==> config.mk <==
export PLATFORM = sky130hd
export DESIGN_NAME = alu_cmd_sequencer
export DESIGN_NICKNAME = d
export VERILOG_FILES = /design/src/rtl/alu_cmd_sequencer.sv
export SDC_FILE = /design/constraint.sdc
export NUM_CORES = 1
export LEC_CHECK = 0
export BUFFER_PORTS_ARGS = -buffer_cell sky130_fd_sc_hd__buf_2
export CORE_UTILIZATION = 32
export CTS_CLUSTER_DIAMETER = 60
export DETAILED_ROUTE_END_ITERATION = 6
export GPL_ROUTABILITY_DRIVEN = 0
export GPL_TIMING_DRIVEN = 0
export PLACE_DENSITY = 0.56
export SYNTH_ARGS = -nofsm -noshare
export SYNTH_HDL_FRONTEND = slang
export SYNTH_SLANG_ARGS = --single-unit
==> constraint.sdc <==
create_clock -name clk -period 1.9 [get_ports clk]
set_input_delay 0.285 -clock clk [delete_from_list [all_inputs] [get_ports clk]]
set_output_delay 0.285 -clock clk [all_outputs]
set_load 0.03 [all_outputs]
==> src/rtl/alu_cmd_sequencer.sv <==
// Command front-end for the TotalALU. It issues single-cycle ops, sequences
// MULTU with its MFHI/MFLO read-back, and queues results in a 2-entry FIFO.
module alu_cmd_sequencer #(
  parameter int unsigned MUL_CYCLES = 32
) (
  input  logic        clk,
  input  logic        reset,
  input  logic        cmd_valid,
  output logic        cmd_ready,
  input  logic [5:0]  cmd_op,
  input  logic [31:0] cmd_a,
  input  logic [31:0] cmd_b,
  output logic [5:0]  alu_signal,
  output logic [31:0] alu_dataA,
  output logic [31:0] alu_dataB,
  output logic        alu_reset,
  input  logic [31:0] alu_out,
  output logic        res_valid,
  input  logic        res_ready,
  output logic [31:0] res_data,
  output logic        res_err
);

  localparam int unsigned CNT_W = $clog2(MUL_CYCLES + 1);

  localparam logic [5:0] OP_AND   = 6'd36;
  localparam logic [5:0] OP_OR    = 6'd37;
  localparam logic [5:0] OP_ADD   = 6'd32;
  localparam logic [5:0] OP_SUB   = 6'd34;
  localparam logic [5:0] OP_SLT   = 6'd42;
  localparam logic [5:0] OP_MULTU = 6'd25;
  localparam logic [5:0] OP_SLL   = 6'd0;
  localparam logic [5:0] OP_MFHI  = 6'd16;
  localparam logic [5:0] OP_MFLO  = 6'd18;

  typedef enum logic [2:0] {
    S_IDLE,
    S_ISSUE,
    S_MUL_LOAD,
    S_MUL_RUN,
    S_MFHI,
    S_MFLO,
    S_ERR
  } state_t;

  state_t             state_q, state_d;
  logic [CNT_W-1:0]   cnt_q, cnt_d;
  logic [5:0]         sig_q, sig_d;
  logic [31:0]        a_q, a_d;
  logic [31:0]        b_q, b_d;
  logic [31:0]        fifo_data_q [2];
  logic [31:0]        fifo_data_d [2];
  logic               fifo_err_q [2];
  logic               fifo_err_d [2];
  logic               wr_ptr_q, wr_ptr_d;
  logic               rd_ptr_q, rd_ptr_d;
  logic [1:0]         count_q, count_d;

  logic               accept;
  logic               push;
  logic [31:0]        push_data;
  logic               push_err;
  logic               pop;

  function automatic logic is_single_op(input logic [5:0] op);
    return op inside {OP_AND, OP_OR, OP_ADD, OP_SUB, OP_SLT, OP_SLL};
  endfunction

  // Only accept with an empty FIFO, so the two MULTU pushes can never stall.
  assign cmd_ready  = !reset && (state_q == S_IDLE) && (count_q == 2'd0);
  assign alu_reset  = reset || (state_q == S_MUL_LOAD);
  assign alu_signal = sig_q;
  assign alu_dataA  = a_q;
  assign alu_dataB  = b_q;
  assign res_valid  = (count_q != 2'd0);
  assign res_data   = fifo_data_q[rd_ptr_q];
  assign res_err    = fifo_err_q[rd_ptr_q];
  assign accept     = cmd_valid && cmd_ready;
  assign pop        = res_valid && res_ready;

  always_comb begin
    state_d   = state_q;
    cnt_d     = cnt_q;
    sig_d     = sig_q;
    a_d       = a_q;
    b_d       = b_q;
    push      = 1'b0;
    push_data = '0;
    push_err  = 1'b0;
    unique case (state_q)
      S_IDLE: begin
        if (accept) begin
          if (cmd_op == OP_MULTU || is_single_op(cmd_op)) begin
            sig_d   = cmd_op;
            a_d     = cmd_a;
            b_d     = cmd_b;
            state_d = (cmd_op == OP_MULTU) ? S_MUL_LOAD : S_ISSUE;
          end else begin
            state_d = S_ERR;
          end
        end
      end
      S_ISSUE: begin
        push      = 1'b1;
        push_data = alu_out;
        state_d   = S_IDLE;
      end
      S_MUL_LOAD: begin
        sig_d   = OP_MULTU;
        cnt_d   = CNT_W'(MUL_CYCLES - 1);
        state_d = S_MUL_RUN;
      end
      S_MUL_RUN: begin
        if (cnt_q == '0) begin
          sig_d   = OP_MFHI;
          state_d = S_MFHI;
        end else begin
          cnt_d = cnt_q - CNT_W'(1);
        end
      end
      S_MFHI: begin
        push      = 1'b1;
        push_data = alu_out;
        sig_d     = OP_MFLO;
        state_d   = S_MFLO;
      end
      S_MFLO: begin
        push      = 1'b1;
        push_data = alu_out;
        state_d   = S_IDLE;
      end
      S_ERR: begin
        push     = 1'b1;
        push_err = 1'b1;
        state_d  = S_IDLE;
      end
      default: state_d = S_IDLE;
    endcase
  end

  always_comb begin
    fifo_data_d = fifo_data_q;
    fifo_err_d  = fifo_err_q;
    wr_ptr_d    = wr_ptr_q;
    rd_ptr_d    = rd_ptr_q;
    if (push) begin
      fifo_data_d[wr_ptr_q] = push_data;
      fifo_err_d[wr_ptr_q]  = push_err;
      wr_ptr_d              = ~wr_ptr_q;
    end
    if (pop) begin
      rd_ptr_d = ~rd_ptr_q;
    end
    count_d = count_q + 2'(push) - 2'(pop);
  end

  always_ff @(posedge clk) begin
    if (reset) begin
      state_q     <= S_IDLE;
      cnt_q       <= '0;
      sig_q       <= '0;
      a_q         <= '0;
      b_q         <= '0;
      fifo_data_q <= '{default: '0};
      fifo_err_q  <= '{default: 1'b0};
      wr_ptr_q    <= 1'b0;
      rd_ptr_q    <= 1'b0;
      count_q     <= 2'd0;
    end else begin
      state_q     <= state_d;
      cnt_q       <= cnt_d;
      sig_q       <= sig_d;
      a_q         <= a_d;
      b_q         <= b_d;
      fifo_data_q <= fifo_data_d;
      fifo_err_q  <= fifo_err_d;
      wr_ptr_q    <= wr_ptr_d;
      rd_ptr_q    <= rd_ptr_d;
      count_q     <= count_d;
    end
  end

endmodule
==> key figures, run 1 <==
Clocking
  • Clock tree sinks: 149
  • Clock transition at path regs: 0.06 ns
  • CTS tree: done
  • TritonCTS buffer count: 17
  • Clk root buf: clkbuf_16
  • Clk buf depth: 2
  • H-tree Lvls: 4
  • Clk_lat worst skew: 0.42 ns

Layout
  • P&R area growth vs syn: 36.89%
  • Most frequent cells in the layout: 219 x buf_2, 144 x dfxtp_1, 78 x nand2_1
  • Most common cell after layout, fill and taps aside: buf_2
  • Antenna diodes: 0
  • Share of cells above drive strength 1: 0.3698
  • Final Util: 0.4496
  • # nets final: 1057

Critical path
  • Worst setup EP type: flip-flop
  • Crit Reg-Reg Startpoint: state_q[2]$_SDFFE_PP0P_
  • CP max FO: 7
  • Crit path DAT: 2.15 ns
  • Critical-path cell list: buf_6, nor2_4, nand4_1, buf_4, a21oi_4, clkbuf_16, clkbuf_16, mux2i_1, nor2_1
  • Crit. Startpoint: state_q[2]$_SDFFE_PP0P_
  • WP data required: 2.19 ns
  • Element type at the critical path start: flip-flop
  • Worst setup path class: reg -> reg
  • CP max-delay cell: dfxtp_2
  • Max stage delay on crit path: 0.32 ns
  • CP dominant cell by count: clkbuf_16

Floorplan
  • Die Y: 143.6 µm
  • Site row count: about 50
  • Initial core utilization: 0.3285
  • I/O pins: between 200 and 250
  • Core box area: 19530 µm²
  • Die area: 20610 µm²
  • Die width: 143.6 µm

Synth
  • Simple-gate share of the synthesized area: 0.1988
  • Seq cells post-synth: 149
  • Post-Syn Instances: 701
  • Post-synthesis mux area share: 0.1607
  • Register area share after synthesis: 0.4651
  • Synth warn: 0
  • Largest family of logic cells by synthesized area: simple AND/OR/NAND/NOR gates
  • Area share of xor/xnor cells in the synthesized design: 0.01092
  • Ys async rst share: 0
  • Post-synth cell types: 53
  • Most used DFF post-synth: dfxtp_1
  • Post-Synth Adder-Cell Area: 0.007803
  • Synthesized area: 6414 µm²
  • Post-synth EDFFs: 0
  • Syn_nets: 811
  • Syn Area/Cell: roughly 9 µm²
  • Area fraction in compound gates after synthesis: 0.09481

Timing
  • Final hold violations: 0
  • Setup TNS Final: 0 ns
  • Pins Over Slew Limit: 0
  • Final WS setup: about 0.045 ns
  • Relative slew slack: 0.5203
  • Skew final: 0.006667 ns
  • RSZ-0062 raised after global routing: true
  • Final worst path period share: 0.9761
  • Setup violations, final: 0
  • Slew @ Worst Pin: between 0.7 and 0.8 ns
  • FMAX: around 0.54 GHz
  • Period minus WS final: 1.855 ns

Drt
  • Pre-antenna DRT Iters: 4
  • DRT Wirelength: 17990 µm
  • Routed Antenna Nets: 0
  • Drc violations: 0
  • Iter 0 DRT Violations: 250
  • Routed via count: between 5000 and 6000
  • Via/cell ratio: 4.710
  • Drt wl/cell: roughly 15 µm

Global routing
  • Pin count of the biggest net entering global routing: 17
  • Antenna violations before repair: 2
  • Global route total overflow: 0
  • First-pass GRT wire length: approximately 27000 µm
  • Total Routing Usage GR: 0.1665
  • Vias in the first global route: 5103

Power
  • Clock Power Share: 0.351
  • Logic pwr share: 0.279
  • Switching pwr: 3208 µW
  • Internal power: 6246 µW
  • PwrDens: 1077 nW/µm²
  • Max IR drop VDD: 0.5882 mV
  • Leak Pwr: between 0.003 and 0.004 µW
  • Switching Share: 0.3393
  • Sequential share of power: 0.370

Worst hold path
  • HP Class: in -> reg
  • HP Start: cmd_b[6]

Placed design
  • IO buf count: 211
  • Post-DP HPWL: 12650 µm
  • Place WS: -0.1668 ns

Flow run
  • Max-cap viol count: 0

Run status
  • Status: finished clean
through the flow:
stage	cell area (µm²)	power [µW]	std cells	hold WS, ns
CTS	8434	9398	1208	0.07594
global placement	7801	5977	1177	0.4390
detailed placement	7801	5984	1177	0.4453
global route	8780	9947	1225	0.08164
floorplan	6414	5235	701	0.4271
finish	8780	9454	1225	0.09727
final cells by class:
| type | count | area (µm²) |
|---|---|---|
| Inverter | 11 | 41.29 |
| Multi-Input combinational cell | 487 | 3095 |
| Sequential cell | 149 | 2994 |
| Buffer | 53 | 406.6 |
| Fill cell | 2015 | 10750 |
| Tap cell | 265 | 331.6 |
| Clock inverter | 12 | 117.6 |
| Timing Repair Buffer | 228 | 1326 |
| Clock buffer | 20 | 466.7 |
worst max-delay path: cells and delay by family (launching register included):
kind            cells  cell delay, ns
compound gates      1            0.24
mux                 1            0.20
flops               1            0.32
simple gates        3            0.30
buf+inv             4            0.66
per-layer routing:
| layer | wire length, µm | vias up | global-route usage | part of all wire |
|---|---|---|---|---|
| met5 | 13 | - | 0 | 0.00072 |
| met4 | 199 | 2 | 0.04535 | 0.011 |
| met3 | 1512 | 19 | 0.06198 | 0.084 |
| met2 | 8081 | 210 | 0.2606 | 0.45 |
| met1 | 8179 | 2630 | 0.2133 | 0.45 |
| li1 | - | 2909 | - | - |
repair_timing:
action                                 in CTS  in global routing
hold buffers                                0                  0
pin swaps                                   0                  3
endpoints found under the hold margin       0                  0
resized for setup                          17                 31
gates cloned                                0                  8
setup endpoints to repair                  36                124
setup buffers                               0                  9
worst paths after layout:
| path | end | slack [ns] | cells past startpoint |
|---|---|---|---|
| worst max-delay path | alu_dataB[22]$_SDFFE_PP0P_ | 0.05 | 9 |
| worst min-delay path | alu_dataB[6]$_SDFFE_PP0P_ | 0.1 | 3 |
| worst max register to register | alu_dataB[22]$_SDFFE_PP0P_ | 0.05 | 9 |
| worst min register to register | fifo_data_q[59]$_SDFFE_PP0P_ | 0.45 | 2 |
flip-flops by register name, summed over array words and instances (netlist names):
signal and count:
alu_dataA 32, state_q 3, alu_signal 6, rd_ptr_q 1, cnt_q 6, alu_dataB 32
fifo_data_q 64, count_q 2, fifo_err_q 2, wr_ptr_q 1
synth_stat cells (2+ instances only):
| cell type | n | area [µm²] |
|---|---|---|
| nor2_1 | 78 | 292.8 |
| nand2_1 | 79 | 296.5 |
| nand3_2 | 2 | 20.02 |
| xor2_1 | 4 | 35.03 |
| and4bb_1 | 3 | 37.54 |
| nor4b_1 | 2 | 17.52 |
| nor4_1 | 4 | 25.02 |
| dfxtp_1 | 149 | 2983 |
| mux2_2 | 32 | 360.4 |
| inv_1 | 10 | 37.54 |
| buf_2 | 11 | 55.05 |
| a21oi_2 | 2 | 17.52 |
| nand3_1 | 66 | 330.3 |
| buf_12 | 6 | 120.1 |
| xnor2_1 | 4 | 35.03 |
| clkbuf_1 | 30 | 112.6 |
| o22ai_1 | 2 | 12.51 |
| a211oi_1 | 3 | 22.52 |
| o21ai_0 | 5 | 25.02 |
| o21a_1 | 2 | 15.01 |
| a211o_1 | 2 | 17.52 |
| or2_1 | 2 | 12.51 |
| or2_2 | 2 | 12.51 |
| a21oi_1 | 78 | 390.4 |
| nor3b_1 | 2 | 15.01 |
| nor2_2 | 2 | 12.51 |
| buf_6 | 5 | 56.30 |
| a22o_1 | 2 | 17.52 |
| nor3_1 | 8 | 40.04 |
| o31a_1 | 2 | 17.52 |
| ha_1 | 4 | 50.05 |
| nor3_2 | 2 | 20.02 |
| nor2b_1 | 3 | 18.77 |
| mux2i_1 | 67 | 670.6 |
| o21ai_1 | 3 | 15.01 |
| nand2b_1 | 6 | 37.54 |
power groups by stage:
stage	registers, µW	clock network (µW)	logic [µW]
2_1_floorplan	3620	0	1620
3_3_place_gp	3520	0	2460
3_5_place_dp	3530	0	2460
4_1_cts	3490	3410	2500
5_1_grt	3530	3540	2880
6_report	3500	3320	2640
cells by family (layout without fill, tap and decap cells):
| logic type | count (synthesis) | after routing |
|---|---|---|
| xor gates and xnor gates | 8 | 8 |
| adders and majority gates | 4 | 4 |
| AOI/OAI and AO/OA | 106 | 106 |
| DFF | 149 | 149 |
| buffers and inverters | 65 | 324 |
| muxes | 99 | 99 |
| and+or+nand+nor | 270 | 270 |
Power figures use the tool's default switching activity.
==> inputs of run 2 (changes only) <==
==> constraint.sdc (replaced) <==
create_clock -name clk -period 1.95 [get_ports clk]
set_input_delay 0.2925 -clock clk [delete_from_list [all_inputs] [get_ports clk]]
set_output_delay 0.2925 -clock clk [all_outputs]
set_load 0.03 [all_outputs]
==> run 2 against run 1 <==
Sequential power down 3%. Largest cell class unchanged. Die area unchanged. Global-route usage is essentially flat. Hold slack improved by 0.0074 ns. Routed wire length decreased by 3.9%. Final cell count decreased by 1.4%. Clock power is 3% lower. Clock skew barely moved. Worst setup slack improved by 0.061 ns. Combinational power fell by 8.7%. Register-to-register slack improved by 0.06 ns. Design area is 3.9% lower.
==> key figures, run 2 (synthesis results as in run 1) <==
Placed design
  • Post-DP HPWL: approximately 13000 µm
  • Area after DPL: 7801 µm²
  • IO buf count: ~210

Floorplan
  • Die width: around 140 µm
  • Initial core utilization: 0.3285
  • Site row count: 51
  • Die Y: 143.6 µm
  • Core box area: 19530 µm²
  • Die area: 20610 µm²
  • I/O pins: 212

Critical path
  • Worst setup EP type: output pin
  • Crit Reg-Reg Endpoint: alu_signal[0]$_SDFFE_PP0P_
  • Element type at the critical path start: flip-flop
  • WP data required: 1.66 ns
  • Crit Reg-Reg Startpoint: cnt_q[0]$_SDFFE_PP0P_
  • CP max FO: 10
  • Crit path DAT: 1.55 ns
  • Reg2Reg Setup Slack: 0.11 ns
  • Worst setup path class: reg -> out
  • R2R cell count: 7

Drt
  • Routed via count: 5665
  • Drc violations: 0
  • Routed Antenna Nets: 0
  • Via/cell ratio: 4.690
  • Iter 0 DRT Violations: 228
  • Pre-antenna DRT Iters: 4
  • Drt wl/cell: 14.30 µm
  • DRT Wirelength: 17280 µm

Run status
  • Status: finished clean

Timing
  • Slew @ Worst Pin: 0.6929 ns
  • Final worst path period share: 0.9454
  • Period minus WS final: 1.844 ns
  • Pins Over Slew Limit: 0
  • Skew final: approximately 0.0067 ns
  • Setup violations, final: 0
  • Final hold violations: 0
  • FMAX: 0.5424 GHz
  • Relative slew slack: 0.5316
  • RSZ-0062 raised after global routing: true

Layout
  • Register Area: approximately 3000 µm²
  • Antenna diodes: 0
  • P&R area growth vs syn: 31.58%
  • Design area: 8439 µm²
  • Reg with most FFs: fifo_data_q
  • Share of cells above drive strength 1: 0.3446
  • Multi-input logic area: 3045 µm²
  • Max reg flops: 64
  • # nets final: 1040
  • Fillers: 2036
  • Most frequent cells in the layout: 221 x buf_2, 147 x dfxtp_1, 79 x nand2_1
  • Most common cell after layout, fill and taps aside: buf_2

Clocking
  • Clk_lat worst skew: 0.42 ns
  • Clock transition at path regs: roughly 0.06 ns
  • Clk buf depth: 2
  • Clock tree sinks: 149
  • Clk root buf: clkbuf_16
  • CTS tree: done
  • TritonCTS buffer count: 17
  • H-tree Lvls: 4

Worst hold path
  • HP Start: cmd_b[6]
  • Hold Crit Endpoint: alu_dataB[6]$_SDFFE_PP0P_
  • Hold Path Depth: 3
  • HP Class: in -> reg

Flow run
  • Max-cap viol count: 0

Global routing
  • Antenna violations before repair: 2
  • Vias in the first global route: 5105
  • Total Routing Usage GR: 0.1666
  • Pin count of the biggest net entering global routing: 17
  • Global route total overflow: 0
  • First-pass GRT wire length: 26570 µm

Power
  • Leak Pwr: 0.003514 µW
  • Overall power: 9029 µW
  • Max IR drop VDD: 0.5682 mV
  • PwrDens: between 1000 and 1500 nW/µm²
[run 2: timing repair]
action	in CTS	in global routing
hold buffers	0	0
buffers inserted	0	0
pin swaps	0	1
gates resized for setup	9	19
setup endpoints to repair	33	120
[run 2: critical path: stages, from the launching register on]
cell	delay [ns]
dfxtp_4	0.42
buf_6	0.18
mux2_2	0.36
buf_2	0.18
[run 2: final cells by class]
cell class	instances	area share
plain buffers	53	0.04655
inverters	11	0.004893
clock buffers	20	0.05530
repair buffers	211	0.1251
clock inverters	12	0.01394
flip-flops and latches	149	0.3540
multi-input cells	487	0.3609
well taps	265	0.03929
[run 2: how the worst max path moves through the flow]
stage | start | endpoint | slack (ns) | cells after the start
finish | rd_ptr_q$_SDFFE_PP0P_ | res_data[18] | 0.11 | 3
global route | state_q[2]$_SDFFE_PP0P_ | count_q[1]$_SDFF_PP0_ | -0.02 | 10
CTS | rd_ptr_q$_SDFFE_PP0P_ | res_data[24] | -0.05 | 3
detailed placement | rd_ptr_q$_SDFFE_PP0P_ | res_data[24] | -0.12 | 4
global placement | rd_ptr_q$_SDFFE_PP0P_ | res_data[24] | -0.16 | 4
floorplan | state_q[2]$_SDFFE_PP0P_ | count_q[1]$_SDFF_PP0_ | 0.21 | 10
[run 2: report_power, final]
group	internal (µW)	total [µW]	switching, µW	leakage (µW)
Clock	1880	3220	1340	0.000276
Sequential	3250	3400	151	0.00120
Combinational	847	2410	1560	0.00203
[run 2: metal layers]
metal  up-vias  wire [µm]  global-route usage
met4         2        157             0.04535
li1       2869          -                   -
met1      2586       7981              0.2135
met5         -         13                   0
met3        15       1458             0.06198
met2       193       7665              0.2609
[run 2: metrics by stage]
step                worst slack [ns]  hold WS (ns)  utilization  instances  setup TNS (ns)
finish                        0.1064        0.1046       0.4322       1208               0
global route                -0.02227       0.08914       0.4322       1208        -0.03648
CTS                         -0.04953       0.08344       0.4302       1208         -0.7490
detailed placement           -0.1243        0.4453       0.3995       1177          -3.709
global placement             -0.1644        0.4390       0.3995       1177          -5.054
floorplan                     0.2135        0.4329            -        701               0
==> inputs of run 3 (changes only) <==
--- a/config.mk
+++ b/config.mk
@@ -6,12 +6,12 @@
 export NUM_CORES = 1
 export LEC_CHECK = 0
 export BUFFER_PORTS_ARGS = -buffer_cell sky130_fd_sc_hd__buf_2
+export CAP_MARGIN = 5
 export CORE_UTILIZATION = 32
 export CTS_CLUSTER_DIAMETER = 60
 export DETAILED_ROUTE_END_ITERATION = 6
 export GPL_ROUTABILITY_DRIVEN = 0
 export GPL_TIMING_DRIVEN = 0
-export PLACE_DENSITY = 0.56
 export SYNTH_ARGS = -nofsm -noshare
 export SYNTH_HDL_FRONTEND = slang
 export SYNTH_SLANG_ARGS = --single-unit
==> run 3 against run 2 <==
Register-to-register slack about the same. Die area unchanged. Via count is 0.25% higher. Final cell count is the same. Clock skew increased by 0.0072 ns. Total power grew 0.92%. First-iteration DRC count grew 26%. Hold slack better by 0.013 ns. Critical path depth stayed put. Worst setup slack lost 0.029 ns.
==> key figures, run 3 (synthesis results as in run 1) <==
Layout
  • Max reg flops: 64
  • P&R area growth vs syn: 31.58%
  • Fillers: just over 2000
  • Register Area: 2988 µm²
  • Share of cells above drive strength 1: 0.3468
  • Reg with most FFs: fifo_data_q
  • Post-route insts no fill: approximately 1200
  • Most common cell after layout, fill and taps aside: buf_2
  • Multi-input logic area: 3054 µm²
  • Antenna diodes: 0
  • # nets final: 1040
  • Most frequent cells in the layout: 221 x buf_2, 147 x dfxtp_1, 79 x nand2_1

Power
  • Max IR drop VDD: 0.6178 mV
  • PwrDens: between 1000 and 1500 nW/µm²
  • Overall power: between 9000 and 10000 µW
  • Leak Pwr: 0.003531 µW

Critical path
  • CP max-delay cell: dfxtp_4
  • Max stage delay on crit path: 0.41 ns
  • R2R cell count: 7
  • Crit path DAT: ~1.6 ns
  • CP max FO: 10
  • WP data required: 1.66 ns
  • Critical-path cell list: buf_4, mux2_2, buf_2
  • Reg2Reg Setup Slack: 0.10 ns
  • Worst setup EP type: output pin
  • Element type at the critical path start: flip-flop
  • Crit Reg-Reg Startpoint: cnt_q[0]$_SDFFE_PP0P_
  • Worst setup path class: reg -> out
  • Buf+Inv Stages, Crit Path: 2
  • Crit Reg-Reg Endpoint: cnt_q[4]$_SDFFE_PP0P_
  • Top delay family on crit path: flip-flops

Timing
  • Relative slew slack: 0.5615
  • Slew @ Worst Pin: 0.6577 ns
  • Pins Over Slew Limit: 0
  • Period minus WS final: between 1.5 and 2 ns
  • Final hold violations: 0
  • RSZ-0062 raised after global routing: false
  • Final worst path period share: 0.9602
  • FMAX: between 0.5 and 0.6 GHz
  • Skew final: 0.01390 ns
  • Setup violations, final: 0

Clocking
  • Clk root buf: clkbuf_16
  • H-tree Lvls: 4
  • Clock transition at path regs: 0.06 ns
  • Clk buf depth: 2
  • Clk_lat worst skew: 0.41 ns
  • CTS tree: done
  • Number of post-CTS setup repair buffers: 0
  • Clock tree sinks: ~150
  • CTS Hold Bufs: 0
  • TritonCTS buffer count: 17

Drt
  • Routed via count: roughly 5700
  • Iter 0 DRT Violations: around 290
  • Drc violations: 0
  • DRT Wirelength: 17260 µm
  • Pre-antenna DRT Iters: 5
  • Via/cell ratio: 4.701
  • Routed Antenna Nets: 0
  • Drt wl/cell: 14.29 µm

Global routing
  • Pin count of the biggest net entering global routing: 17
  • Total Routing Usage GR: 0.1670
  • Antenna violations before repair: 1
  • First-pass GRT wire length: roughly 27000 µm
  • Vias in the first global route: 5195
  • Global route total overflow: 0

Floorplan
  • Die area: approximately 21000 µm²
  • Die width: about 140 µm
  • Core box area: 19530 µm²
  • I/O pins: 212
  • Die Y: 143.6 µm
  • Site row count: 51
  • Initial core utilization: 0.3285

Worst hold path
  • Hold Path Depth: 3
  • HP Start: cmd_a[25]
  • HP Class: in -> reg
  • Hold Crit Endpoint: alu_dataA[25]$_SDFFE_PP0P_

Placed design
  • Placed insts: 1177
  • Post-DP HPWL: roughly 13000 µm
  • IO buf count: 211

Run status
  • Status: finished clean

Flow run
  • Max-cap viol count: 0
## run 3: cell types whose count changed in the layout (fill, tap and decap cells not counted), sizes merged
cell	change
clkinvlp	-2
buf	-1
clkbuf	-1
inv	+1
bufinv	+1
clkinv	+2
## run 3: tightest hold or removal path, cell delays in order
cell     delay [ns]
buf_2          0.07
mux2i_1        0.05
nor2_1         0.07
## run 3: cell type report
cell class,instances,share of cell area
multi-input cells,487,0.3619
flip-flops and latches,149,0.3540
repair buffers,211,0.1251
clock buffers,18,0.05204
plain buffers,53,0.04522
well taps,265,0.03929
clock inverters,14,0.01749
inverters,11,0.004893
## run 3: power by group
| group | leakage (µW) | total (µW) | switching [µW] | internal (µW) |
|---|---|---|---|---|
| Clock | 0.000288 | 3270 | 1340 | 1930 |
| Combinational | 0.00204 | 2440 | 1590 | 848 |
| Sequential | 0.00120 | 3400 | 152 | 3250 |
## run 3: what timing repair did
action                                  4_1_cts  5_1_grt
endpoints found under the setup margin       35      122
gates resized for setup                      11       18
hold endpoints to repair                      0        0
## run 3: how the worst max path moves through the flow
stage	start	to	depth (start not counted)
final	rd_ptr_q$_SDFFE_PP0P_	res_data[13]	3
after CTS	rd_ptr_q$_SDFFE_PP0P_	res_data[13]	3
after global placement	rd_ptr_q$_SDFFE_PP0P_	res_data[18]	4
after detailed placement	rd_ptr_q$_SDFFE_PP0P_	res_data[19]	4
after global routing	cnt_q[0]$_SDFFE_PP0P_	alu_signal[0]$_SDFFE_PP0P_	7
after floorplan	state_q[2]$_SDFFE_PP0P_	count_q[1]$_SDFF_PP0_	10
## run 3: per-stage QoR
stage | setup slack [ns] | instance area, µm² | util | hold WS (ns) | TNS, ns
floorplan | 0.2135 | 6414 | - | 0.4329 | 0
global placement | -0.1728 | 7801 | 0.3995 | 0.4393 | -3.754
detailed placement | -0.1790 | 7801 | 0.3995 | 0.4464 | -4.030
CTS | 0.01026 | 8412 | 0.4308 | 0.09591 | 0
global route | 0.0008384 | 8439 | 0.4322 | 0.09907 | 0
finish | 0.07760 | 8439 | 0.4322 | 0.1180 | 0
## run 3: routing by layer
metal | track usage | wire [µm]
met1 | 0.2178 | 7942
met2 | 0.2657 | 7720
met3 | 0.05398 | 1489
met4 | 0.03975 | 106
met5 | 0 | 0
